===== src/rtl/if_id.sv =====
// -----------------------------------------------------------------------------
// if_id : fetch-to-decode pipeline register built as a 2-entry in-order skid
// buffer. The main entry is the one presented to decode; the skid entry
// catches the one extra instruction fetch can push in the cycle decode stalls.
// in_ready_o and out_valid_o are decoded from registered state only, so there
// is no combinational path from out_ready_i back to in_ready_o.
// -----------------------------------------------------------------------------
module if_id #(
    parameter logic [31:0] NOP_INST = 32'h00000013,
    parameter int          ADDR_W   = 64
) (
    input  logic              clk,
    input  logic              rst,
    input  logic [ADDR_W-1:0] inst_addr_i,
    input  logic [31:0]       inst_i,
    input  logic              in_valid_i,
    output logic              in_ready_o,
    input  logic              flush_i,
    output logic              out_valid_o,
    input  logic              out_ready_i,
    output logic [ADDR_W-1:0] inst_addr_o,
    output logic [31:0]       inst_o
);

    typedef enum logic [1:0] {
        EMPTY = 2'd0,
        ONE   = 2'd1,
        FULL  = 2'd2
    } state_t;

    state_t            state;
    logic [ADDR_W-1:0] skid_addr;
    logic [31:0]       skid_inst;
    logic              push;
    logic              pop;

    // Handshake flags decoded from registered state (rst only gates ready).
    assign in_ready_o  = (state != FULL) && !rst;
    assign out_valid_o = (state != EMPTY);
    assign push        = in_valid_i && in_ready_o && !flush_i;
    assign pop         = out_valid_o && out_ready_i && !flush_i;

    // Occupancy FSM plus main/skid entries; main entry drives the outputs.
    // NOTE: the main entry is cleared to addr 0 / NOP_INST whenever the buffer
    // drains, so inst_o/inst_addr_o come straight from flops with no output mux.
    always_ff @(posedge clk) begin
        if (rst || flush_i) begin
            // NOTE: non-blocking assignments throughout, so every branch sees
            // the pre-edge values of state and entries.
            state       <= EMPTY;
            inst_addr_o <= '0;
            inst_o      <= NOP_INST;
            skid_addr   <= '0;
            skid_inst   <= NOP_INST;
        end else begin
            case (state)
                EMPTY: begin
                    if (push) begin
                        inst_addr_o <= inst_addr_i;
                        inst_o      <= inst_i;
                        state       <= ONE;
                    end
                end
                ONE: begin
                    if (push && pop) begin
                        // Decode takes the held entry while fetch refills it.
                        inst_addr_o <= inst_addr_i;
                        inst_o      <= inst_i;
                    end else if (push) begin
                        // Decode stalled: park the new one behind the main entry.
                        skid_addr <= inst_addr_i;
                        skid_inst <= inst_i;
                        state     <= FULL;
                    end else if (pop) begin
                        inst_addr_o <= '0;
                        inst_o      <= NOP_INST;
                        state       <= EMPTY;
                    end
                end
                FULL: begin
                    // Fetch is blocked here, so only a pop can move things.
                    if (pop) begin
                        inst_addr_o <= skid_addr;
                        inst_o      <= skid_inst;
                        skid_addr   <= '0;
                        skid_inst   <= NOP_INST;
                        state       <= ONE;
                    end
                end
                default: begin
                    state       <= EMPTY;
                    inst_addr_o <= '0;
                    inst_o      <= NOP_INST;
                    skid_addr   <= '0;
                    skid_inst   <= NOP_INST;
                end
            endcase
        end
    end

endmodule


===== config.mk =====
export PLATFORM = sky130hd
export DESIGN_NAME = if_id
export DESIGN_NICKNAME = d
export VERILOG_FILES = /design/src/rtl/if_id.sv
export SDC_FILE = /design/constraint.sdc
export NUM_CORES = 1
export LEC_CHECK = 0
export BUFFER_PORTS_ARGS = -buffer_cell sky130_fd_sc_hd__buf_2
export CAP_MARGIN = 15
export CORE_ASPECT_RATIO = 1.5
export CORE_UTILIZATION = 33
export CTS_BUF_LIST = sky130_fd_sc_hd__clkbuf_8
export CTS_CLUSTER_DIAMETER = 60
export DETAILED_ROUTE_END_ITERATION = 6
export PLACE_DENSITY = 0.64
export SETUP_SLACK_MARGIN = 0.4
export SYNTH_ARGS = -nofsm -noshare
export SYNTH_HDL_FRONTEND = slang
export SYNTH_SLANG_ARGS = --single-unit

===== constraint.sdc =====
create_clock -name clk -period 2 [get_ports clk]
set_input_delay 0.4 -clock clk [delete_from_list [all_inputs] [get_ports clk]]
set_output_delay 0.4 -clock clk [all_outputs]
set_load 0.05 [all_outputs]

==> metrics.yaml, run 1 <==
routing:
  drc: 12
  vias: 9584
  drt_iter0_drc: 860
  wl_per_cell_um: 26.9
  drtPass1Iterations: 7
  wirelength_mm: 41.4
  drt-vias-per-instance: 6.23
  ant_nets: 0
critical_path:
  critical_path.max_fanout: 4
  crit_type: "reg2reg"
  cp_num_buf_inv: 6
  cp_slowest_cell: "dfxtp_4"
  start_kind: "register"
  critical_path.max_stage_delay_ns: 0.39
  r2r_end: "inst_addr_o[61]"
  cp_data_required_time_ns: 2.41
  r2r-start: "state[1]"
  r2r_cells: 10
  rrSetupSlack_ns: 0.18
  worstPathCellList: "buf_6, buf_8, nor2b_4, and3_4, buf_6, buf_12, buf_8, buf_16, o2bb2ai_2, o221a_1"
  crit_family: "buffers and inverters"
  end_kind: "register"
  arrival_ns: 2.22
  cp.depth: 10
  worstSetupStartpoint: "state[1]"
synth:
  yosysTopAreaCellShare_pct: 41.7
  synthArstFlopShare_pct: 0
  synthSimpleGateAreaFrac_pct: 7.16
  ys_types: 38
  synth-seq-cells: 194
  synth_top_cell_by_area: "dfxtp_1"
  synthXorXnorAreaFrac_pct: 0
  synth_edf_count: 0
  syn_nets: 1035
  yosysWarningCount: 0
  synthCells: 934
  syn-cell-area_um2: 9320
  yosysSeqAreaShare_pct: 41.7
  syn_avg_cell_area_um2: 9.98
  muxShareOfSynthArea_pct: 10.1
  ys_top_cells_by_area: "dfxtp_1 (42%), mux2i_1 (10%), o2bb2ai_1 (8.7%)"
  synth_compound_area_share_pct: 33.8
  synth_ff_type: "dfxtp_1"
  synth_top_family_by_area: "compound AO/OA/AOI/OAI gates"
  synthAdderAreaFrac_pct: 0
timing:
  fin_setup_tns_ns: 0
  fin_crit_ns: 1.82
  drv_slew: 0
  fin_skew_ns: 0.0115
  tightestPinTransition_ns: 0.431
  rsz0062_at_grt: "yes"
  timing.fmax_mhz: 550
  setup_viol: 0
  relSlewSlack_pct: 71.3
  fin_crit_sh_pct: 90.8
  hold_violations: 0
clocking:
  worstSkewPairLatency_ns: 0.52
  cts-htree-levels: 4
  cts_made_buffers: 17
  cts.path.max_buffers: 2
  cts_root_buffer: "clkbuf_8"
  cts_hold_buf: 0
  clkTransAtPathRegs_ns: 0.10
  cts_tree: "built"
  clock_sinks: 194
finish:
  final_common_cell: "dfxtp_1"
  syn2layout_area_growth_pct: 53.5
  final_core_utilization_pct: 51.3
  fillers: 2418
  finalNetCount: 1280
  final_cell_mix: "dfxtp_1 (191), buf_2 (168), o211ai_1 (93), mux2i_1 (90), nand3_1 (82)"
  drive_above_1_share_pct: 41.7
power:
  p_sw_share_pct: 31.6
  p_switching_uw: 2630
  p_per_area_nw_per_um2: 582
  internal_power_uw: 5700
  leakage_uw: 0.00513
  ir_drop_uv: 509
  p_comb_share_pct: 20.9
  clockPowerShare_pct: 30.9
  pwr-share-seq_pct: 48.2
hold_path:
  hold_path_end: "skid_inst[21]"
  hold_class: "in2reg"
  min_from: "inst_i[21]"
  min_path_cells: 3
floorplan:
  initial_core_util_pct: 33.4
  die_y_um: 208
  rows: 75
  dieArea_um2: 28900
  die_x_um: 139
  coreArea_um2: 27900
  io_pins: 199
grt:
  grt_pass1_wl_mm: 53.3
  grt_pass1_vias: 8718
  grt_start_max_net_pins: 73
  antenna_found_initial: 2
  gr-total-overflow: 0
  track_usage_pct: 24.3
status:
  violations: "design-rule violations"
  status: "finished with violations"
placement:
  port_buffers: 198
  place_hpwl_mm: 16.7
  gp_congestion: 0.728
flow_run:
  cap_violations: 0
[routing by layer]
layer / global-route usage, % / routed length (µm) / vias to the layer above
met5: 0 / 13 / -
met4: 11.8 / 2020 / 2
met3: 4.80 / 2860 / 141
met2: 40.9 / 20500 / 517
met1: 29.5 / 16000 / 4702
li1: - / - / 4222
[synthesized netlist by cell type, types with 3 or more instances]
cell	n
dfxtp_1	194
nand3_1	98
a21oi_1	95
mux2i_1	94
o211ai_1	93
o2bb2ai_1	93
o221a_1	71
clkbuf_1	57
buf_2	44
o221a_2	22
buf_4	15
buf_6	9
nor3_1	7
buf_1	6
nor2_1	5
nor2b_1	3
o21ai_0	3
[repair_timing]
item / CTS / global route
gates cloned: 38 / 32
endpoints found under the setup margin: 205 / 212
pin swaps: 35 / 189
setup buffers: 46 / 9
gates resized for setup: 119 / 126
[sequential cells by signal (all words and copies together), names as in the netlist]
| name | flops |
|---|---|
| skid_inst | 32 |
| skid_addr | 64 |
| state | 2 |
| inst_addr_o | 64 |
| inst_o | 32 |
[power by group through the flow]
stage | Combinational [µW] | Sequential [µW] | Clock (µW)
floorplan | 480 | 4390 | 0
global placement | 1200 | 4100 | 0
detailed placement | 1210 | 4100 | 0
CTS | 1560 | 4010 | 2620
global route | 1800 | 4020 | 2740
finish | 1740 | 4010 | 2570
[tightest hold or removal path: cells and delay by family]
family / cells / cell delay, ns
AO/OA/AOI/OAI: 2 / 0.13
buffers and inverters: 1 / 0.11
[cells by family after synthesis]
kind of cell    Yosys count
simple gates            126
mux                      94
buf+inv                 133
compound gates          387
flops                   194
[layout make-up]
| type | instances | area (µm²) | area share [%] |
|---|---|---|---|
| clock inverters | 13 | 113 | 0.787 |
| diodes | 1 | 2.50 | 0.0175 |
| flip-flops and latches | 194 | 3890 | 27.2 |
| multi-input cells | 607 | 5410 | 37.8 |
| inverters | 2 | 7.51 | 0.0525 |
| repair buffers | 357 | 4190 | 29.3 |
| well taps | 346 | 433 | 3.03 |
| clock buffers | 19 | 262 | 1.83 |
[worst max path at each step]
| stage | endpoint | slack [ns] |
|---|---|---|
| final | inst_addr_o[61] | 0.18 |
| after global routing | inst_o[4] | 0.15 |
| after CTS | in_ready_o | 0.19 |
| after detailed placement | skid_inst[4] | 0.14 |
| after global placement | skid_inst[4] | 0.20 |
| after floorplan | skid_addr[54] | 0.39 |
[stage by stage]
stage	cell area [µm²]	setup WS (ns)	power (µW)	hold WS, ns	instances
floorplan	9330	0.387	4870	0.443	934
global placement	10600	0.196	5290	0.449	1381
detailed placement	10600	0.141	5310	0.455	1381
CTS	12900	0.187	8180	0.135	1497
global route	14300	0.149	8560	0.144	1539
finish	14300	0.183	8320	0.164	1539
(Power assumes the default switching activity.)
==> run 2: changes to the inputs <==
==> constraint.sdc (replaced) <==
create_clock -name clk -period 2 [get_ports clk]
set_input_delay 0.3 -clock clk [delete_from_list [all_inputs] [get_ports clk]]
set_output_delay 0.3 -clock clk [all_outputs]
set_load 0.05 [all_outputs]
==> metrics.yaml, run 2 (synthesis results as in run 1) <==
critical_path:
  cp.depth: 7  # -3
  crit_end: "inst_addr_o[12]"
  r2r_cells: 7  # -3
  r2r_end: "inst_addr_o[12]"
  end_kind: "register"
  worstSetupStartpoint: "state[1]"
  critical_path.max_fanout: 7  # +3
  cp_data_required_time_ns: 2.41  # about the same
  crit_type: "reg2reg"
  worstPathCellList: "buf_8, nor2_4, a32oi_4, buf_12, nand2_8, clkbuf_16, o221a_2"
  cp_num_buf_inv: 3  # -3
  rrSetupSlack_ns: 0.27  # +0.09 ns
  arrival_ns: 2.13  # -0.09 ns
  crit_family: "compound AO/OA/AOI/OAI gates"
  critical_path.max_stage_delay_ns: 0.39  # about the same
  start_kind: "register"
  r2r-start: "state[1]"
  cp_slowest_cell: "dfxtp_4"
finish:
  seq_area_um2: 3890  # about the same
  multi_input_area_um2: 4990  # -7.8%
  drive_above_1_share_pct: 33.6  # -8.1 points
  finalNetCount: 1228  # -4.1%
  fillers: 2596  # +7.4%
  design_area_um2: 12700  # -11%
  syn2layout_area_growth_pct: 35.9
  top_regs: "inst_addr_o: 64 flops, skid_addr: 64 flops"
  final_common_cell: "buf_2"
  finalNonFillerCells: 1487  # -3.4%
  final_cell_mix: "buf_2 (196), dfxtp_1 (192), nand3_1 (98), mux2i_1 (94), a21oi_1 (94)"
floorplan:
  die_x_um: 139  # unchanged
  coreArea_um2: 27900  # unchanged
  die_y_um: 208  # unchanged
  dieArea_um2: 28900  # unchanged
  io_pins: 199  # unchanged
  initial_core_util_pct: 33.4  # unchanged
  rows: 75  # unchanged
clocking:
  worstSkewPairLatency_ns: 0.52  # about the same
  cts-htree-levels: 4  # unchanged
  cts.path.max_buffers: 2  # unchanged
  cts_made_buffers: 17  # unchanged
  clock_sinks: 194  # unchanged
  clkTransAtPathRegs_ns: 0.10  # about the same
  cts_root_buffer: "clkbuf_8"
  cts_tree: "built"
  cts_hold_buf: 0  # unchanged
timing:
  fin_skew_ns: 0.00888  # -0.00264 ns
  fin_setup_tns_ns: 0  # unchanged
  relSlewSlack_pct: 60.1  # -11 points
  drv_slew: 0  # unchanged
  fin_crit_ns: 1.73  # -0.0908 ns
  rsz0062_at_grt: "yes"
  setup_viol: 0  # unchanged
  hold_violations: 0  # unchanged
  timing.fmax_mhz: 579  # +5.3%
  tightestPinTransition_ns: 0.599  # +0.168 ns
  fin_crit_sh_pct: 86.3  # -4.5 points
grt:
  gr-total-overflow: 0  # unchanged
  grt_start_max_net_pins: 95  # +30%
  grt_pass1_vias: 8260  # -5.3%
  antenna_found_initial: 1  # -1
  grt_pass1_wl_mm: 46.8  # -12%
  track_usage_pct: 20.8  # -3.5 points
placement:
  dp_cells: 1378  # -0.22%
  place_hpwl_mm: 16.3  # -2.6%
  port_buffers: 198  # unchanged
  dpl_cell_area_um2: 10500  # -0.61%
  gp_congestion: 0.718  # -1.4%
flow_run:
  cap_violations: 0  # unchanged
routing:
  wirelength_mm: 35.7  # -14%
  vias: 8932  # -6.8%
  drc: 13  # +1
  wl_per_cell_um: 24.0  # -11%
  drt_iter0_drc: 708  # -18%
  drt-vias-per-instance: 6.01  # -3.5%
  drtPass1Iterations: 7  # unchanged
  ant_nets: 0  # unchanged
power:
  leakage_uw: 0.00454  # -11%
  p_per_area_nw_per_um2: 685  # +18%
  ir_drop_uv: 435  # -15%
hold_path:
  min_from: "inst_i[4]"
  hold_class: "in2reg"
status:
  status: "finished with violations"
  violations: "design-rule violations"
[run 2: timing repair]
action                     CTS  global route
cloned                       9            35
setup endpoints to repair  176           194
buffers inserted            20            12
pin swaps                    4            61
resized for setup           33            60
[run 2: worst register-to-register path, delay by kind of cell, from the launching register on]
kind                   cells  cell delay, ns
and+or+nand+nor            2            0.16
buffers and inverters      3            0.50
AOI/OAI and AO/OA          2            0.57
DFF                        1            0.39
[run 2: worst min path at each step]
stage / end / slack, ns / cells past startpoint
2_1_floorplan: skid_addr[0] / 0.44 / 2
3_3_place_gp: skid_addr[31] / 0.45 / 2
3_5_place_dp: skid_addr[46] / 0.46 / 2
4_1_cts: skid_inst[21] / 0.02 / 3
5_1_grt: skid_inst[4] / 0.04 / 3
6_report: skid_inst[4] / 0.06 / 3
[run 2: layout make-up]
cell class              count  area share (%)
multi-input cells         608            39.4
flip-flops and latches    194            30.7
clock inverters            13            1.81
well taps                 346            3.42
repair buffers            304            22.5
inverters                   2          0.0593
clock buffers              19            2.07
diodes                      1          0.0198
[run 2: power breakdown]
part	switching (µW)	internal [µW]
registers	58.2	3950
clock network	1520	1680
logic	929	534
[run 2: routing by layer]
metal / vias up / track usage [%] / part of all wire, %
met5: - / 0 / 0
met4: 0 / 11.2 / 4.0
met3: 76 / 3.94 / 5.5
met2: 331 / 35.6 / 51
met1: 4432 / 24.5 / 40
li1: 4093 / - / -
[run 2: through the flow]
stage / hold slack (ns) / worst slack [ns] / utilization (%) / total power [µW]
global placement: 0.449 / 0.240 / 37.8 / 5270
CTS: 0.0190 / 0.248 / 41.7 / 8610
floorplan: 0.443 / 0.444 / - / 4870
detailed placement: 0.455 / 0.197 / 37.8 / 5280
finish: 0.0551 / 0.274 / 45.4 / 8670
global route: 0.0387 / 0.230 / 45.4 / 8950
==> run 3: changes to the inputs <==
Settings changed: RECOVER_POWER set to 100.
==> metrics.yaml, run 3 (synthesis results as in run 1) <==
status:
  status: "finished with violations"
  violations: "design-rule violations"
clocking:
  cts-htree-levels: 4  # unchanged
  cts_tree: "built"
  cts_made_buffers: 17  # unchanged
  cts_hold_buf: 0  # unchanged
  cts.path.max_buffers: 2  # unchanged
  clock_sinks: 194  # unchanged
  clkTransAtPathRegs_ns: 0.11  # about the same
  worstSkewPairLatency_ns: 0.53  # about the same
  cts_root_buffer: "clkbuf_8"
placement:
  gp_congestion: 0.718  # unchanged
  port_buffers: 198  # unchanged
  place_hpwl_mm: 16.3  # unchanged
  dp_cells: 1378  # unchanged
  dpl_cell_area_um2: 10500  # unchanged
floorplan:
  dieArea_um2: 28900  # unchanged
  rows: 75  # unchanged
  io_pins: 199  # unchanged
  coreArea_um2: 27900  # unchanged
  die_x_um: 139  # unchanged
  initial_core_util_pct: 33.4  # unchanged
  die_y_um: 208  # unchanged
routing:
  drc: 13  # unchanged
  drtPass1Iterations: 7  # unchanged
  drt_iter0_drc: 744  # +5.1%
  vias: 8990  # +0.65%
  wirelength_mm: 35.7  # about the same
  drt-vias-per-instance: 6.05  # +0.65%
  ant_nets: 0  # unchanged
  wl_per_cell_um: 24.0  # about the same
critical_path:
  end_kind: "register"
  crit_family: "compound AO/OA/AOI/OAI gates"
  cp_num_buf_inv: 3  # unchanged
  critical_path.max_fanout: 7  # unchanged
  worstPathCellList: "buf_8, nor2_4, a32oi_4, buf_12, nand2_8, clkbuf_16, o221a_2"
  crit_type: "reg2reg"
  critical_path.max_stage_delay_ns: 0.45  # +0.06 ns
  cp_data_required_time_ns: 2.41  # about the same
  start_kind: "register"
  cp_slowest_cell: "dfxtp_1"
  arrival_ns: 2.23  # +0.10 ns
grt:
  track_usage_pct: 20.8  # unchanged
  grt_start_max_net_pins: 95  # unchanged
  grt_pass1_vias: 8260  # unchanged
  grt_pass1_wl_mm: 46.8  # unchanged
  gr-total-overflow: 0  # unchanged
  antenna_found_initial: 1  # unchanged
power:
  p_total_uw: 8630  # -0.46%
  p_sw_share_pct: 28.9  # +0.042 points
  internal_power_uw: 6130  # -0.52%
  clockPowerShare_pct: 37.0  # about the same
  pwr-share-seq_pct: 46.5  # +0.3 points
  p_comb_share_pct: 16.5  # -0.4 points
  p_switching_uw: 2490  # -0.32%
  leakage_uw: 0.00408  # -10%
  p_per_area_nw_per_um2: 695  # +1.5%
  ir_drop_uv: 438  # +0.65%
timing:
  timing.hold.ws_ns: 0.0589  # +0.00382 ns
  fin_skew_ns: 0.0111  # +0.00222 ns
  fin_crit_ns: 1.82  # +0.0980 ns
  timing.fmax_mhz: 548  # -5.4%
  hold_violations: 0  # unchanged
  setup_viol: 0  # unchanged
  rsz0062_at_grt: "yes"
  fin_setup_tns_ns: 0  # unchanged
  tightestPinTransition_ns: 0.700  # +0.101 ns
  relSlewSlack_pct: 53.5  # -6.6 points
  drv_slew: 0  # unchanged
  fin_crit_sh_pct: 91.2  # +4.9 points
flow_run:
  cap_violations: 0  # unchanged
finish:
  drive_above_1_share_pct: 25.0  # -8.6 points
  seq_area_um2: 3890  # about the same
  fillers: 2671  # +2.9%
  design_area_um2: 12400  # -1.9%
  final_cell_mix: "dfxtp_1 (193), buf_2 (100), nand3_1 (98), clkbuf_1 (97)"
  finalNetCount: 1228  # unchanged
  final_common_cell: "dfxtp_1"
  finalNonFillerCells: 1487  # unchanged
  syn2layout_area_growth_pct: 33.3
  multi_input_area_um2: 4910  # -1.6%
  top_regs: "inst_addr_o: 64 flops, skid_addr: 64 flops"
hold_path:
  hold_class: "in2reg"
[run 3: cell count changes in the layout (fill, tap and decap cells not counted)]
cell,previous run,this run
clkbuf_1,0,97
buf_2,196,100
o221a_2,10,18
o221a_4,12,4
clkbuf_2,0,4
buf_4,22,20
buf_6,22,20
o21ai_0,1,3
o21ai_1,2,0
clkbuf_16,18,17
dfxtp_1,192,193
dfxtp_4,2,1
o21ai_2,0,1
o21ai_4,1,0
[run 3: worst paths after layout]
kind              cells past startpoint         endpoint           from  slack (ns)
hold / removal                        3    skid_inst[21]     inst_i[21]        0.06
setup / recovery                      7  inst_addr_o[18]       state[1]        0.18
setup reg to reg                      7  inst_addr_o[18]       state[1]        0.18
hold reg to reg                       2    skid_addr[53]  skid_addr[53]        0.47
[run 3: cell type report]
class | instances | area share (%)
Multi-Input combinational cell | 608 | 39.5
Tap cell | 346 | 3.48
Sequential cell | 194 | 31.3
Inverter | 2 | 0.0604
Clock buffer | 19 | 2.10
Antenna cell | 1 | 0.0201
Timing Repair Buffer | 304 | 21.7
Clock inverter | 13 | 1.84
[run 3: per-layer routing]
| metal | up-vias | part of all wire [%] | track usage, % |
|---|---|---|---|
| li1 | 4093 | - | - |
| met1 | 4438 | 39 | 24.5 |
| met2 | 370 | 51 | 35.6 |
| met3 | 89 | 5.9 | 3.94 |
| met4 | 0 | 4.4 | 11.2 |
| met5 | - | 0 | 0 |
[run 3: power by group through the flow]
stage / registers [µW] / clock network (µW) / logic, µW
floorplan: 4390 / 0 / 479
global placement: 4100 / 0 / 1180
detailed placement: 4100 / 0 / 1180
CTS: 4000 / 3270 / 1340
global route: 4020 / 3390 / 1500
finish: 4010 / 3200 / 1420
[run 3: tightest hold or removal path, cell delays in order]
cell      delay, ns
buf_2          0.11
o211ai_1       0.07
a21oi_1        0.06
[run 3: through the flow]
step           worst slack, ns  util [%]
4_1_cts                  0.248      41.7
6_report                 0.176      44.6
3_5_place_dp             0.197      37.8
2_1_floorplan            0.444         -
3_3_place_gp             0.240      37.8
5_1_grt                  0.118      44.6
[run 3: repair_timing]
item                       in CTS  in global routing
gates resized for setup        33                 60
buffers inserted               20                 12
cloned                          9                 35
setup endpoints to repair     176                194
pin swaps                       4                 61
